===== src/rtl/maxpool_stream_unit.sv =====
// Streaming per-lane max-pooling engine with runtime window length and valid/ready on both sides.
// Define MAXPOOL_ARGMAX_EN to add out_index (per-lane beat position of the maximum, earliest wins on ties).
//
// state | meaning
// IDLE  | no partial window; next accepted beat opens one and samples cfg_pool_len
// ACCUM | window open; folding beats into the per-lane maxima
module maxpool_stream_unit #(
  parameter int FEATURE_WIDTH = 32,
  parameter int LANES         = 4,
  parameter int MAX_POOL      = 16,
  parameter int LEN_WIDTH     = 5
) (
  input  logic                             clk,
  input  logic                             rst_n,
  input  logic [LEN_WIDTH-1:0]             cfg_pool_len,
  input  logic                             in_valid,
  output logic                             in_ready,
  input  logic [LANES*FEATURE_WIDTH-1:0]   in_data,
  input  logic                             in_last,
  output logic                             out_valid,
  input  logic                             out_ready,
  output logic [LANES*FEATURE_WIDTH-1:0]   out_data,
  output logic [LEN_WIDTH-1:0]             out_count
`ifdef MAXPOOL_ARGMAX_EN
  ,
  output logic [LANES*LEN_WIDTH-1:0]       out_index
`endif
);

  localparam logic [LEN_WIDTH-1:0] MAX_LEN = LEN_WIDTH'(MAX_POOL);
  localparam logic [LEN_WIDTH-1:0] ONE     = LEN_WIDTH'(1);

  typedef enum logic {IDLE, ACCUM} state_t;

  state_t state_q, state_d;

  logic [LEN_WIDTH-1:0]            len_q, len_eff, cnt_q, cnt_inc, beats_now;
  logic signed [FEATURE_WIDTH-1:0] acc_q    [LANES];
  logic signed [FEATURE_WIDTH-1:0] lane_in  [LANES];
  logic signed [FEATURE_WIDTH-1:0] lane_max [LANES];
  logic                            beat, close_win, emit;

  assign cnt_inc = cnt_q + ONE;

  always_comb begin
    if (cfg_pool_len == '0)
      len_eff = ONE;
    else if (cfg_pool_len > MAX_LEN)
      len_eff = MAX_LEN;
    else
      len_eff = cfg_pool_len;
  end

  always_ff @(posedge clk or negedge rst_n) begin
    if (!rst_n)
      state_q <= IDLE;
    else
      state_q <= state_d;
  end

  always_comb begin
    state_d = state_q;
    case (state_q)
      IDLE:    if (beat && !close_win) state_d = ACCUM;
      ACCUM:   if (emit) state_d = IDLE;
      default: state_d = IDLE;
    endcase
  end

  always_comb begin
    in_ready  = !out_valid || out_ready;
    beat      = in_valid && in_ready;
    beats_now = (state_q == IDLE) ? ONE : cnt_inc;
    close_win = (state_q == IDLE) ? ((len_eff == ONE) || in_last)
                                  : ((cnt_inc == len_q) || in_last);
    emit      = beat && close_win;
  end

  // The first beat of a window loads directly; later beats keep the larger (ties take the new beat).
  always_comb begin
    for (int l = 0; l < LANES; l++) begin
      lane_in[l]  = in_data[l*FEATURE_WIDTH +: FEATURE_WIDTH];
      lane_max[l] = lane_in[l];
      if (state_q == ACCUM && lane_in[l] < acc_q[l])
        lane_max[l] = acc_q[l];
    end
  end

  always_ff @(posedge clk or negedge rst_n) begin
    if (!rst_n) begin
      for (int l = 0; l < LANES; l++) acc_q[l] <= '0;
      cnt_q     <= '0;
      len_q     <= ONE;
      out_valid <= 1'b0;
      out_data  <= '0;
      out_count <= '0;
    end else begin
      out_valid <= emit || (out_valid && !out_ready);
      if (beat) begin
        for (int l = 0; l < LANES; l++) acc_q[l] <= lane_max[l];
        cnt_q <= emit ? '0 : beats_now;
        if (state_q == IDLE) len_q <= len_eff;
      end
      if (emit) begin
        for (int l = 0; l < LANES; l++)
          out_data[l*FEATURE_WIDTH +: FEATURE_WIDTH] <= lane_max[l];
        out_count <= beats_now;
      end
    end
  end

`ifdef MAXPOOL_ARGMAX_EN
  logic [LEN_WIDTH-1:0] idx_q   [LANES];
  logic [LEN_WIDTH-1:0] idx_new [LANES];

  // Index moves only on a strictly greater value so the earliest tied beat is reported.
  always_comb begin
    for (int l = 0; l < LANES; l++) begin
      idx_new[l] = '0;
      if (state_q == ACCUM)
        idx_new[l] = (lane_in[l] > acc_q[l]) ? cnt_q : idx_q[l];
    end
  end

  always_ff @(posedge clk or negedge rst_n) begin
    if (!rst_n) begin
      for (int l = 0; l < LANES; l++) idx_q[l] <= '0;
      out_index <= '0;
    end else begin
      if (beat)
        for (int l = 0; l < LANES; l++) idx_q[l] <= idx_new[l];
      if (emit)
        for (int l = 0; l < LANES; l++)
          out_index[l*LEN_WIDTH +: LEN_WIDTH] <= idx_new[l];
    end
  end
`endif

endmodule


===== config.mk =====
export PLATFORM = sky130hd
export DESIGN_NAME = maxpool_stream_unit
export DESIGN_NICKNAME = d
export VERILOG_FILES = /design/src/rtl/maxpool_stream_unit.sv
export SDC_FILE = /design/constraint.sdc
export NUM_CORES = 1
export LEC_CHECK = 0
export CELL_PAD_IN_SITES_DETAIL_PLACEMENT = 0
export CELL_PAD_IN_SITES_GLOBAL_PLACEMENT = 1
export CORE_ASPECT_RATIO = 1.2
export CORE_MARGIN = 1.5
export CORE_UTILIZATION = 30
export DETAILED_ROUTE_END_ITERATION = 6
export HOLD_SLACK_MARGIN = 0.12
export PLACE_DENSITY = 0.7
export SLEW_MARGIN = 20
export SYNTH_ARGS = -nofsm -noshare
export SYNTH_HDL_FRONTEND = slang
export SYNTH_SLANG_ARGS = --single-unit

===== constraint.sdc =====
create_clock -name clk -period 3.1 [get_ports clk]
set_input_delay 0.62 -clock clk [delete_from_list [all_inputs] [get_ports clk]]
set_output_delay 0.62 -clock clk [all_outputs]
set_load 0.02 [all_outputs]

==> run metrics <==
status finished clean; gr usage total 16.58%; Die Area 0.05022 mm^2; Async SR Flop Fraction between 90% and 100%; mapped cell area 0.01466 mm^2; syn nets 1581; Max FO, Critical Path 11; Initial Utilization roughly 30%; startpoint class of the critical path input port; Clock Pin Slew Worst Setup and Hold Paths 0.05 ns; fin worst setup slack just under 0.04 ns; TritonCTS clock tree built; final setup fails 0; hold_ws ~0.4 ns; row count 88; largest family of logic cells by synthesized area compound AO/OA/AOI/OAI gates; DRC viols 0; critical path class input port to flip-flop; sequential area share after synthesis 46.60%; Post-Synth XOR/XNOR Area 0.4181%; measured slew at the worst slew-check pin 0.5399 ns; Simple-Gate Fraction of Synth Area 10.79%; core area 0.04823 mm^2; vias in the first global route 12010; vias after detailed routing 11510; clock sink count 273; Clock Skew 0.01190 ns; crit path DAT 3.47 ns; clk_lat worst skew 0.54 ns; first-pass GRT wire length around 66000 um; leakage 9.476 nW; FF+latch count, synth approximately 270; post-synthesis mux area share 10.42%; Yosys warnings 0; cell area power density 854.4 mW/mm^2; post-layout min period 3.060 ns; layout cells sized above 1 18.67%; dpl ws -0.6726 ns; Clock Path Buffers 3; Finished Cell Area around 0.02 mm^2; Num CTS Buffers 34; routed wire length 42660 um; Post-synth top flop dfrtp_1; Max Cap Viol 0; final core occ 42.65%; Post-Syn Instances 1318; H-tree Lvls 2; most frequent cells in the layout dfrtp_1, clkdlybuf4s50_1, inv_1; Detailed Place HPWL 28770 um; adder-cell share of the synthesized area 10.67%; R2R cell count 11; # IOs 273; Routed WL per cell roughly 18 um; VDD IR-drop max 0.4423 mV; 1st-iter DRT viols 403; Final GP Congestion 0.7935; area grow syn2layout 40.26%; Syn Area/Cell roughly 11 um^2; die span in x 204.8 um; commonest non-fill, non-tap cell in the layout dfrtp_1; Max Fclk 326.8 MHz; pins over their slew limit 0; drt via density 4.890; CTS root buf clkbuf_16; Die Y roughly 250 um; kind of end point of the critical path flip-flop; Slew Limit Headroom 64.01%; TNS Setup 0 ns; initial antenna violation count 4; synth unique cells 56; EDFF count, synth 0; worst min-delay path category input port to flip-flop; Crit path required time 3.51 ns; Fin. Hold Viols 0; Final Cycle Share 98.72%; fin nets 1963; gr ovfl total 0; largest net degree at the start of global routing approximately 90; Hold Crit Depth 2; IO buf count 272; remaining antenna violation count 0; placed cell area 0.01893 mm^2; area fraction in compound gates after synthesis about 14%; DRT Pass-1 Iters 5
## final cells by class
class | instances | area [um^2]
Clock inverter | 6 | 107.6
Antenna cell | 4 | 10.01
Sequential cell | 273 | 6833
Clock buffer | 49 | 1011
Multi-Input combinational cell | 822 | 7061
Timing Repair Buffer | 407 | 4150
Inverter | 162 | 608.1
Fill cell | 4642 | 27660
Tap cell | 630 | 788.3
## path summary, 6_finish.rpt
| kind | start | endpoint | slack [ns] |
|---|---|---|---|
| min in group asynchronous | rst_n | out_data[42] | 0.61 |
| setup reg to reg | acc_q[57] | acc_q[63] | 0.12 |
| max in group asynchronous | rst_n | acc_q[51] | 1.58 |
| hold reg to reg | out_count[0] | out_count[0] | 0.48 |
| hold / removal | in_data[113] | acc_q[17] | 0.40 |
| setup / recovery | in_data[97] | acc_q[3] | 0.04 |
## power breakdown
group / switching (W) / internal (W) / leakage (nW) / total [W]
clock network: 0.00158 / 0.00250 / 0.545 / 0.00408
logic: 0.00371 / 0.00395 / 5.64 / 0.00766
registers: 0.000896 / 0.00494 / 3.30 / 0.00583
## metrics by stage
step	std cells	power, W
final	2353	0.01757
after global routing	2353	0.01876
after CTS	2336	0.01758
after detailed placement	2276	0.01328
after global placement	2276	0.01317
after floorplan	1318	0.009927
## metal layers
| metal | GRT usage, % | part of all wire, % | vias to the layer above |
|---|---|---|---|
| met5 | 0 | 0 | - |
| met4 | 5.666 | 2.5 | 0 |
| met3 | 3.147 | 4.2 | 61 |
| met2 | 28.27 | 50 | 221 |
| met1 | 20.83 | 43 | 5720 |
| li1 | - | - | 5505 |
## kinds of logic after synthesis
| group | after synthesis |
|---|---|
| fa+ha+maj | 125 |
| buf+inv | 223 |
| compound gates | 255 |
| flops | 273 |
| simple gates | 295 |
| xor+xnor | 7 |
| mux | 140 |
## sequential cells by signal (all words and copies together) (netlist names), named ones only
name / cells
out_valid: 1
out_count: 5
len_q: 5
cnt_q: 5
acc_q: 128
out_data: 128
## cells in the mapped netlist, types with 3 or more instances
library cell | count | area share [%]
mux2_2 | 97 | 7.4
o221ai_1 | 32 | 1.9
nand2_1 | 104 | 2.7
and4_1 | 3 | 0.18
a31oi_2 | 5 | 0.43
buf_6 | 17 | 1.3
or4_1 | 3 | 0.15
nand3_1 | 17 | 0.58
a2111o_1 | 3 | 0.23
and2_1 | 95 | 4.1
nand4_1 | 18 | 0.77
clkbuf_1 | 17 | 0.44
nor4_1 | 4 | 0.17
a21oi_1 | 50 | 1.7
dfrtp_1 | 272 | 46
and2_0 | 3 | 0.13
and3_1 | 4 | 0.17
ha_1 | 125 | 11
xor2_1 | 3 | 0.18
mux2_1 | 4 | 0.31
a211oi_1 | 3 | 0.15
o31ai_1 | 6 | 0.31
o21ai_0 | 22 | 0.75
o21a_1 | 3 | 0.15
nor2_1 | 12 | 0.31
nor2b_1 | 4 | 0.17
o21ai_1 | 3 | 0.10
xnor2_1 | 4 | 0.24
a31oi_1 | 4 | 0.17
mux2i_1 | 39 | 2.7
nand3b_1 | 4 | 0.20
nand2b_1 | 8 | 0.34
buf_2 | 21 | 0.72
inv_1 | 162 | 4.1
nor3_1 | 6 | 0.20
a2111oi_0 | 4 | 0.24
buf_4 | 6 | 0.31
a21o_1 | 13 | 0.67
a221o_1 | 93 | 6.3
or3_4 | 3 | 0.23
## worst max-delay path, stage by stage
cell             delay [ns]
clkdlybuf4s50_1        0.48
ha_1                   0.32
a2111o_1               0.39
a32oi_1                0.31
a31oi_4                0.14
or3_4                  0.38
a31oi_4                0.21
buf_12                 0.14
buf_12                 0.14
mux2_2                 0.33
## what timing repair did
item | CTS | global route
gates cloned | 1 | 6
endpoints found under the setup margin | 110 | 188
gates resized for setup | 6 | 42
hold buffers | 1 | 0
hold endpoints to repair | 50 | 0
pin swaps | 2 | 26
setup buffers | 3 | 7
Power figures use the tool's default switching activity.
==> patch, RTL diff (same flow settings) <==
Set the parameter `FEATURE_WIDTH` to 16 (it was 32).
--- a/src/rtl/maxpool_stream_unit.sv
+++ b/src/rtl/maxpool_stream_unit.sv
@@ -7,3 +7,3 @@
 module maxpool_stream_unit #(
-  parameter int FEATURE_WIDTH = 32,
+  parameter int FEATURE_WIDTH = 16,
   parameter int LANES         = 4,
Interface: changed (resized in_data and out_data); port bits go from 273 to 145. The function was not compared with the original's and may differ.
==> patch against the original RTL <==
  * Clock skew hardly changed
  * Utilization is 0.92 points lower
  * Die area is 43% lower
  * Combinational power is 60% lower
  * Non-clock buffer count is 170 lower
  * Area after synthesis is 43% lower
  * Worst setup slack better by 0.18 ns
  * Cell area is 45% lower
  * Sequential cell count is 128 lower
  * Power is 55% lower
  * Wire length is 47% lower
  * Critical endpoint is now acc_q[18]
==> patch: results (changes against the original RTL) <==
| Metric | Value |
|---|---|
| Final RePlAce weighted congestion | `0.769 (-3.1%)` |
| Reg-to-reg critical path endpoint | `out_data[49]` |
| Final #Nets | `1144 (-42%)` |
| Post-CTS Resized | `0 (-6)` |
| Area after DPL | `0.0107 sq mm (-43%)` |
| Clk_skew | `0.0114 ns (-0.000495 ns)` |
| WHS | `0.481 ns (+0.0821 ns)` |
| Detailed Place HPWL | `15900 microns (-45%)` |
| Vias/cell | `5.04 (+3.1%)` |
| Layout cells sized above 1 | `22.3% (+3.6 points)` |
| Detailed Routing Iterations Pass 1 | `4 (-1)` |
| Vias in the first global route | `7102 (-41%)` |
| Largest cells by area after synthesis | `dfrtp_1, ha_1, mux2_4, a31oi_1, mux2_2` |
| Sw Share | `34.7% (-0.54 points)` |
| Top Registers | `acc_q (64), out_data (64)` |
| Outcome | `finished, final reports clean` |
| Total power | `7940 uW (-55%)` |
| Max-slew headroom | `61.5% (-2.5 points)` |
| FF-to-FF Start | `cnt_q[0]` |
| Crit Path Max Fanout | `16 (+5)` |
| Antenna violations before repair | `0 (-4)` |
| Worst Path Arrival | `3.20 ns (-0.27 ns)` |
| CP top delay family | `simple AND/OR/NAND/NOR gates` |
| CTS Buf Count | `17 (-50%)` |
| Syn nets | `931 (-41%)` |
| First-pass GRT wire length | `37700 microns (-43%)` |
| Max clock buf depth | `2 (-1)` |
| Synth unique cells | `52 (-7.1%)` |
| P_leak | `0.00498 uW (-47%)` |
[patch: cell types whose count changed after synthesis, sizes merged, moves of 39 or more]
cell,unedited run,this run
o21ai,25,74
dfrtp,272,144
mux2i,39,0
ha,125,61
inv,162,65
nand2,104,28
a221o,93,0
and2,98,2
nor2,13,69
a31oi,11,65
[patch: worst reg2reg max path, cell delays in order, from the launching register on]
cell and delay (ns):
dfrtp_1 0.45, ha_1 0.28, xor2_1 0.32, xor2_1 0.11, o41a_1 0.54, nand2b_2 0.25, buf_4 0.27, a31oi_1 0.21
a21oi_1 0.08
[patch: logic make-up (layout without fill, tap and decap cells)]
| logic type | after synthesis | in the layout | synth area share [%] |
|---|---|---|---|
| compound gates | 262 | 262 | 19.9 |
| simple gates | 146 | 146 | 10.3 |
| flops | 145 | 145 | 43.7 |
| buf+inv | 108 | 334 | 5.59 |
| mux | 65 | 65 | 10.2 |
| fa+ha+maj | 61 | 61 | 9.20 |
| xor+xnor | 9 | 9 | 1.12 |
[patch: final cells by class]
cell class,count,area (sq um)
repair buffers,237,2230
clock inverters,14,140
fillers,2680,15800
inverters,65,244
clock buffers,18,439
multi-input cells,543,4230
flip-flops and latches,145,3630
well taps,340,425
[patch: worst max path at each step]
stage               cells after the start  slack, ns        start   endpoint
finish                                  9       0.22  in_data[47]  acc_q[18]
global placement                        9      -0.20  in_data[63]   acc_q[4]
detailed placement                      9      -0.27  in_data[47]  acc_q[19]
global route                            9       0.08  in_data[47]  acc_q[16]
CTS                                     9       0.20  in_data[47]  acc_q[19]
floorplan                               8       0.20  in_data[39]  acc_q[21]
[patch: layer usage]
metal	vias to the layer above	global-route usage (%)	share of wire [%]
met5	-	0	0
met4	0	5.12	1.4
met3	13	3.49	3.2
met2	107	27.8	48
met1	3427	21.7	47
li1	3320	-	-
